## config.mk

```make
export PLATFORM = sky130hd
export DESIGN_NAME = mem_fill_arbiter_flat
export DESIGN_NICKNAME = d
export VERILOG_FILES = /design/src/rtl/mem_fill_arbiter_pkg.sv /design/src/rtl/mem_fill_arbiter_if.sv /design/src/rtl/mem_arb_pick.sv /design/src/rtl/mem_fill_arbiter.sv /design/src/flat_wrapper.sv
export SDC_FILE = /design/constraint.sdc
export NUM_CORES = 1
export LEC_CHECK = 0
export ABC_CLOCK_PERIOD_IN_PS = 4670
export BUFFER_PORTS_ARGS = -buffer_cell sky130_fd_sc_hd__buf_4
export CELL_PAD_IN_SITES_DETAIL_PLACEMENT = 1
export CELL_PAD_IN_SITES_GLOBAL_PLACEMENT = 2
export CORE_MARGIN = 8
export CORE_UTILIZATION = 26
export DETAILED_ROUTE_END_ITERATION = 8
export PLACE_DENSITY = 0.93
export SLEW_MARGIN = 10
export SYNTH_ARGS = -nofsm -noshare
export SYNTH_HDL_FRONTEND = slang
export SYNTH_SLANG_ARGS = --single-unit
```

## constraint.sdc

```tcl
create_clock -name clk -period 4.67 [get_ports clk]
set_clock_uncertainty 0.15 [all_clocks]
set_input_delay 0.934 -clock clk [delete_from_list [all_inputs] [get_ports clk]]
set_output_delay 0.934 -clock clk [all_outputs]
set_load 0.01 [all_outputs]
```

## src/rtl/mem_fill_arbiter_pkg.sv

```systemverilog
// Shared types and sizing for the I/D-cache miss arbiter in front of unified main memory.
// Holds FSM state encodings, owner encoding, default latency/block size and the block-base helper.
package mem_fill_arbiter_pkg;

  localparam int unsigned MEM_LAT = 4;
  localparam int unsigned WORDS   = 8;
  localparam int unsigned ADDR_W  = 16;
  localparam int unsigned DATA_W  = 16;
  localparam int unsigned WIDX_W  = $clog2(WORDS);

  localparam logic [WIDX_W-1:0] LAST_IDX   = WIDX_W'(WORDS - 1);
  localparam logic [ADDR_W-1:0] BLOCK_MASK = ~ADDR_W'(2 * WORDS - 1);

  typedef enum logic [1:0] {
    IDLE  = 2'd0,
    ISSUE = 2'd1,
    DRAIN = 2'd2,
    WRITE = 2'd3
  } arbState_t;

  typedef enum logic {
    OWN_I = 1'b0,
    OWN_D = 1'b1
  } owner_t;

  typedef struct packed {
    logic [ADDR_W-1:0] addr;
    logic [DATA_W-1:0] wdata;
  } wrReq_t;

  // Block base by masking only, so a fill never crosses the top of memory.
  function automatic logic [ADDR_W-1:0] blockBase(input logic [ADDR_W-1:0] a);
    return a & BLOCK_MASK;
  endfunction

endpackage

```

## src/rtl/mem_fill_arbiter_if.sv

```systemverilog
// Cache-side and memory-side signal bundle of mem_fill_arbiter.
// slave = arbiter view, master = caches plus memory view.
interface mem_fill_arbiter_if;
  import mem_fill_arbiter_pkg::*;

  logic              ic_req;
  logic [ADDR_W-1:0] ic_addr;
  logic              dc_req;
  logic              dc_wr;
  logic [ADDR_W-1:0] dc_addr;
  logic [DATA_W-1:0] dc_wdata;
  logic [DATA_W-1:0] fill_data;
  logic [WIDX_W-1:0] fill_word;
  logic              ic_fill_we;
  logic              dc_fill_we;
  logic              ic_done;
  logic              dc_done;
  logic              mem_en;
  logic              mem_wr;
  logic [ADDR_W-1:0] mem_addr;
  logic [DATA_W-1:0] mem_wdata;
  logic [DATA_W-1:0] mem_rdata;
  logic              mem_rvalid;
  logic              busy;

  modport slave (
    input  ic_req, ic_addr, dc_req, dc_wr, dc_addr, dc_wdata, mem_rdata, mem_rvalid,
    output fill_data, fill_word, ic_fill_we, dc_fill_we, ic_done, dc_done,
           mem_en, mem_wr, mem_addr, mem_wdata, busy
  );

  modport master (
    output ic_req, ic_addr, dc_req, dc_wr, dc_addr, dc_wdata, mem_rdata, mem_rvalid,
    input  fill_data, fill_word, ic_fill_we, dc_fill_we, ic_done, dc_done,
           mem_en, mem_wr, mem_addr, mem_wdata, busy
  );

endinterface

```

## src/rtl/mem_arb_pick.sv

```systemverilog
// Combinational grant picker for the I/D miss arbiter.
// MEM_ARB_RR_EN defined: ties alternate against the last winner; otherwise D always beats I.
module mem_arb_pick (
  input  logic icReq,
  input  logic dcReq,
  input  logic lastWinnerD,
  output logic grantD,
  output logic grantAny
);

`ifdef MEM_ARB_RR_EN
  // On a tie, D wins only if I won the previous grant.
  assign grantD = dcReq & (~icReq | ~lastWinnerD);
`else
  logic unusedLastWinner;
  assign unusedLastWinner = lastWinnerD;
  assign grantD           = dcReq;
`endif

  assign grantAny = icReq | dcReq;

endmodule

```

## src/rtl/mem_fill_arbiter.sv

```systemverilog
// Arbitrates I-cache and D-cache misses onto pipelined main memory: 8-word block fills and
// single-word D write-throughs. Build option MEM_ARB_RR_EN selects round-robin tie breaking.
module mem_fill_arbiter
  import mem_fill_arbiter_pkg::*;
(
  input  logic              clk,
  input  logic              rst_n,
  mem_fill_arbiter_if.slave bus
);

  arbState_t         state;
  owner_t            owner;
  logic [WIDX_W-1:0] issueCnt;
  logic [WIDX_W-1:0] recvCnt;
  logic [ADDR_W-1:0] baseAddr;
  wrReq_t            wrReq;
  logic              lastWinnerD;
  logic              grantD;
  logic              grantAny;
  logic              acceptRet;
  logic              lastRet;

  mem_arb_pick uPick (
    .icReq       (bus.ic_req),
    .dcReq       (bus.dc_req),
    .lastWinnerD (lastWinnerD),
    .grantD      (grantD),
    .grantAny    (grantAny)
  );

  // Returns are only meaningful while a fill is in flight; anything else is dropped.
  assign acceptRet = bus.mem_rvalid && ((state == ISSUE) || (state == DRAIN));
  assign lastRet   = acceptRet && (recvCnt == LAST_IDX);

  always_ff @(posedge clk) begin
    if (!rst_n) begin
      state       <= IDLE;
      owner       <= OWN_I;
      issueCnt    <= '0;
      recvCnt     <= '0;
      baseAddr    <= '0;
      wrReq       <= '0;
      lastWinnerD <= 1'b0;
    end else begin
      case (state)
        IDLE: begin
          if (grantAny) begin
            lastWinnerD <= grantD;
            if (grantD && bus.dc_wr) begin
              owner       <= OWN_D;
              wrReq.addr  <= bus.dc_addr & ~ADDR_W'(1);
              wrReq.wdata <= bus.dc_wdata;
              state       <= WRITE;
            end else begin
              owner    <= grantD ? OWN_D : OWN_I;
              baseAddr <= blockBase(grantD ? bus.dc_addr : bus.ic_addr);
              issueCnt <= '0;
              recvCnt  <= '0;
              state    <= ISSUE;
            end
          end
        end
        ISSUE: begin
          issueCnt <= issueCnt + WIDX_W'(1);
          if (issueCnt == LAST_IDX) state <= DRAIN;
        end
        DRAIN: begin
          if (lastRet) state <= IDLE;
        end
        WRITE: state <= IDLE;
        default: state <= IDLE;
      endcase
      if (acceptRet) recvCnt <= recvCnt + WIDX_W'(1);
    end
  end

  assign bus.fill_data  = acceptRet ? bus.mem_rdata : '0;
  assign bus.fill_word  = recvCnt;
  assign bus.ic_fill_we = acceptRet && (owner == OWN_I);
  assign bus.dc_fill_we = acceptRet && (owner == OWN_D);
  assign bus.ic_done    = lastRet && (owner == OWN_I);
  assign bus.dc_done    = (lastRet && (owner == OWN_D)) || (state == WRITE);

  // Memory side depends only on state, counters and latched request fields.
  assign bus.mem_en    = (state == ISSUE) || (state == WRITE);
  assign bus.mem_wr    = (state == WRITE);
  assign bus.mem_addr  = (state == ISSUE) ? (baseAddr | (ADDR_W'(issueCnt) << 1)) :
                         (state == WRITE) ? wrReq.addr : '0;
  assign bus.mem_wdata = (state == WRITE) ? wrReq.wdata : '0;
  assign bus.busy      = (state != IDLE);

endmodule
```

## src/flat_wrapper.sv

```systemverilog
// flat-port wrapper written by rule: the top's interface ports become plain ports
module mem_fill_arbiter_flat import mem_fill_arbiter_pkg::*;
  (clk, rst_n, bus_ic_req, bus_ic_addr, bus_dc_req, bus_dc_wr, bus_dc_addr, bus_dc_wdata, bus_mem_rdata, bus_mem_rvalid, bus_fill_data, bus_fill_word, bus_ic_fill_we, bus_dc_fill_we, bus_ic_done, bus_dc_done, bus_mem_en, bus_mem_wr, bus_mem_addr, bus_mem_wdata, bus_busy);
  mem_fill_arbiter_if bus_i ();
  input  logic clk;
  input  logic rst_n;
  input wire logic [$bits(bus_i.ic_req)-1:0] bus_ic_req;
  input wire logic [$bits(bus_i.ic_addr)-1:0] bus_ic_addr;
  input wire logic [$bits(bus_i.dc_req)-1:0] bus_dc_req;
  input wire logic [$bits(bus_i.dc_wr)-1:0] bus_dc_wr;
  input wire logic [$bits(bus_i.dc_addr)-1:0] bus_dc_addr;
  input wire logic [$bits(bus_i.dc_wdata)-1:0] bus_dc_wdata;
  input wire logic [$bits(bus_i.mem_rdata)-1:0] bus_mem_rdata;
  input wire logic [$bits(bus_i.mem_rvalid)-1:0] bus_mem_rvalid;
  output wire logic [$bits(bus_i.fill_data)-1:0] bus_fill_data;
  output wire logic [$bits(bus_i.fill_word)-1:0] bus_fill_word;
  output wire logic [$bits(bus_i.ic_fill_we)-1:0] bus_ic_fill_we;
  output wire logic [$bits(bus_i.dc_fill_we)-1:0] bus_dc_fill_we;
  output wire logic [$bits(bus_i.ic_done)-1:0] bus_ic_done;
  output wire logic [$bits(bus_i.dc_done)-1:0] bus_dc_done;
  output wire logic [$bits(bus_i.mem_en)-1:0] bus_mem_en;
  output wire logic [$bits(bus_i.mem_wr)-1:0] bus_mem_wr;
  output wire logic [$bits(bus_i.mem_addr)-1:0] bus_mem_addr;
  output wire logic [$bits(bus_i.mem_wdata)-1:0] bus_mem_wdata;
  output wire logic [$bits(bus_i.busy)-1:0] bus_busy;
  assign bus_i.ic_req = bus_ic_req;
  assign bus_i.ic_addr = bus_ic_addr;
  assign bus_i.dc_req = bus_dc_req;
  assign bus_i.dc_wr = bus_dc_wr;
  assign bus_i.dc_addr = bus_dc_addr;
  assign bus_i.dc_wdata = bus_dc_wdata;
  assign bus_i.mem_rdata = bus_mem_rdata;
  assign bus_i.mem_rvalid = bus_mem_rvalid;
  assign bus_fill_data = bus_i.fill_data;
  assign bus_fill_word = bus_i.fill_word;
  assign bus_ic_fill_we = bus_i.ic_fill_we;
  assign bus_dc_fill_we = bus_i.dc_fill_we;
  assign bus_ic_done = bus_i.ic_done;
  assign bus_dc_done = bus_i.dc_done;
  assign bus_mem_en = bus_i.mem_en;
  assign bus_mem_wr = bus_i.mem_wr;
  assign bus_mem_addr = bus_i.mem_addr;
  assign bus_mem_wdata = bus_i.mem_wdata;
  assign bus_busy = bus_i.busy;
  mem_fill_arbiter u_core (.clk(clk), .rst_n(rst_n), .bus(bus_i));
endmodule
```

==> flow_metrics.py <==
metrics = {
    "routing": {
        "finalWirelength_um": 9120,
        "drtAntennaViolNets": 0,
        "drc": 0,
        "vias": 2721,
        "drt-initial-drc-count": 114,
        "routed_via_density": 4.69,
        "first_pass_iters": 4,
        "wl_per_cell_um": 15.7,
    },
    "timing": {
        "max-slew-margin-rel_pct": 26.1,
        "tightest_slew_ns": 1.11,
        "period_share_pct": 70.8,
        "finalHoldViolCount": 0,
        "period_minus_slack_ns": 3.31,
        "final.setup.tns_ns": 0,
        "rsz0062_at_grt": "false",
        "holdWs_ns": 0.306,
        "setup_viol": 0,
        "max_freq_mhz": 302,
        "drv_slew": 0,
    },
    "logic_synthesis": {
        "synth-edff-count": 0,
        "synth_common_cells": "nand2_1, dfxtp_1, a21oi_1",
        "syn_area_um2": 2590,
        "yosysMostFrequentCell": "nand2_1",
        "yosysSeqAreaShare_pct": 40.2,
        "yosysUniqueCellTypes": 30,
        "synthCells": 344,
        "avgSynthCellArea_um2": 7.52,
        "yosys.area.top_type": "dfxtp_1",
        "syn_nets": 422,
        "yosysWarnings": 0,
        "synth_top_cell_area_share_pct": 40.2,
        "ys_ff_latch": 52,
        "ys.flop_type": "dfxtp_1",
        "synthArstFlopShare_pct": 0,
        "ys_top_cells_by_area": "dfxtp_1, nand2_1, a21oi_1",
    },
    "clocking": {
        "clk_pin_slew_worst_paths_ns": 0.10,
        "numClockSinks": 52,
        "cts-root-buf": "clkbuf_8",
        "cts_hold_buf": 0,
        "worstSkewPairLatency_ns": 0.30,
        "post-cts-setup-buffer-count": 0,
        "cts_tree": "yes",
        "cts_resized": 0,
        "htreeDepth": 2,
        "numCtsBuffers": 5,
        "clockBufferDepth": 2,
    },
    "status": {
        "outcome": "complete, no violations",
    },
    "floorplanning": {
        "die_area_um2": 13400,
        "die_w_um": 116,
        "die_h_um": 116,
        "start_util_pct": 26.6,
        "core_um2": 9730,
        "row_count": 36,
        "ios": 128,
    },
    "grt": {
        "grtUsageTotal_pct": 13.2,
        "overflow": 0,
        "antenna_found_initial": 0,
        "met2_usage_pct": 25.5,
        "met3_usage_pct": 3.44,
        "grt_pass1_wl_um": 14200,
        "grt_use_met1_pct": 13.7,
        "grt_start_max_net_pins": 49,
        "grt_pass1_vias": 2915,
        "top_usage_layer": "met2",
    },
    "layout": {
        "area_delta_synth_final_pct": 43.4,
        "fin_cells": 580,
        "final_nets": 524,
        "n_antenna_cell": 0,
        "drive_gt1_share_pct": 30.6,
        "final_util_pct": 38.1,
    },
    "critical_path": {
        "crit_chain": "ha_1 -> buf_4 -> nand2_1 -> o21ai_1 -> buf_4",
        "cp-start-kind": "register",
        "crit_type": "register to primary output",
        "cp_data_required_time_ns": 3.59,
        "path_common_cell": "buf_4",
        "endpoint_kind": "primary output",
        "crit_slowest_cell": "ha_1",
        "critPathMaxFanout": 26,
        "arrival_ns": 2.22,
        "critPathMaxStageDelay_ns": 0.83,
    },
    "job": {
        "maxCapViolCount": 0,
    },
    "pwr": {
        "p_per_area_nw_per_um2": 409,
        "ir_drop_mv": 0.171,
        "total_power_mw": 1.52,
        "p_leak_nw": 1.71,
    },
    "placed_design": {
        "place_congestion": 0.673,
        "dp_cells": 572,
        "dpl.hpwl_um": 6670,
        "port_buffers": 121,
    },
    "worst_hold_path": {
        "hold_class": "register to register",
    },
}
## report_power, final
group          internal (mW)  switching [mW]
Combinational          0.222           0.316
Clock                  0.268           0.153
Sequential             0.516          0.0433
Total                   1.01           0.512
## registers in the layout, summed over array words and instances, names as in the netlist
register and count:
u_core.wrReq 31, u_core.baseAddr 12, u_core.bus.fill_word 3, u_core.issueCnt 3, u_core.state 2, u_core.owner 1
## stage by stage
step,setup slack (ns),area (um^2)
after floorplan,2.24,2590
after global placement,1.67,3550
after detailed placement,1.63,3550
after CTS,1.27,3710
after global routing,1.16,3710
final,1.36,3710
## routing by layer
layer  vias up  wire [um]
li1       1351          -
met1      1311       3470
met2        55       5110
met3         4        487
met4         0         49
met5         -          0
## cell type report
type / instances / area, um^2
well taps: 133 / 166
multi-input cells: 256 / 1380
inverters: 5 / 18.8
flip-flops and latches: 52 / 1040
clock inverters: 3 / 90.1
fillers: 1250 / 6020
clock buffers: 5 / 68.8
repair buffers: 126 / 946
## kinds of logic (layout without fill, tap and decap cells)
logic type,Yosys count,in the layout,share of synthesized area (%)
buffers and inverters,36,139,6.48
other,1,1,0.145
and+or+nand+nor,164,164,28.4
DFF,52,52,40.2
AOI/OAI and AO/OA,71,71,16.2
adders and majority gates,8,8,3.87
muxes,12,12,4.64
## placed cells by master, fill, tap and decap left out, drive strengths merged
cell | synthesis | layout
mux2i | 12 | 12
a311oi | 1 | 1
conb | 1 | 1
buf | 15 | 126
a222oi | 1 | 1
nand4b | 1 | 1
clkbuf | 16 | 5
or2 | 1 | 1
o31ai | 1 | 1
nand3 | 7 | 7
and3 | 20 | 20
bufinv | 0 | 3
o21a | 1 | 1
inv | 5 | 5
o21ai | 16 | 16
a41o | 1 | 1
nand2b | 2 | 2
a211oi | 12 | 12
nand2 | 96 | 96
a32o | 2 | 2
dfxtp | 52 | 52
a22oi | 1 | 1
nor2 | 19 | 19
nand3b | 2 | 2
and2 | 16 | 16
ha | 8 | 8
a21oi | 35 | 35
## worst max-delay path: cells and delay by family, from the launching register on
family | cells | cell delay (ns)
compound gates | 1 | 0.18
fa+ha+maj | 1 | 0.83
buf+inv | 2 | 0.46
flops | 1 | 0.39
simple gates | 1 | 0.07
## path summary, 6_finish.rpt
kind / from / end / slack (ns) / cells after the start
worst max register to register: u_core.state[0]$_SDFFE_PN0P_ / u_core.state[1]$_SDFFE_PN0P_ / 2.20 / 6
worst min register to register: u_core.wrReq[9]$_SDFFE_PN0P_ / u_core.wrReq[9]$_SDFFE_PN0P_ / 0.31 / 2
worst max-delay path: u_core.state[1]$_SDFFE_PN0P_ / bus_mem_addr[13] / 1.36 / 5
worst min-delay path: u_core.wrReq[9]$_SDFFE_PN0P_ / u_core.wrReq[9]$_SDFFE_PN0P_ / 0.31 / 2
Power figures use the tool's default switching activity.
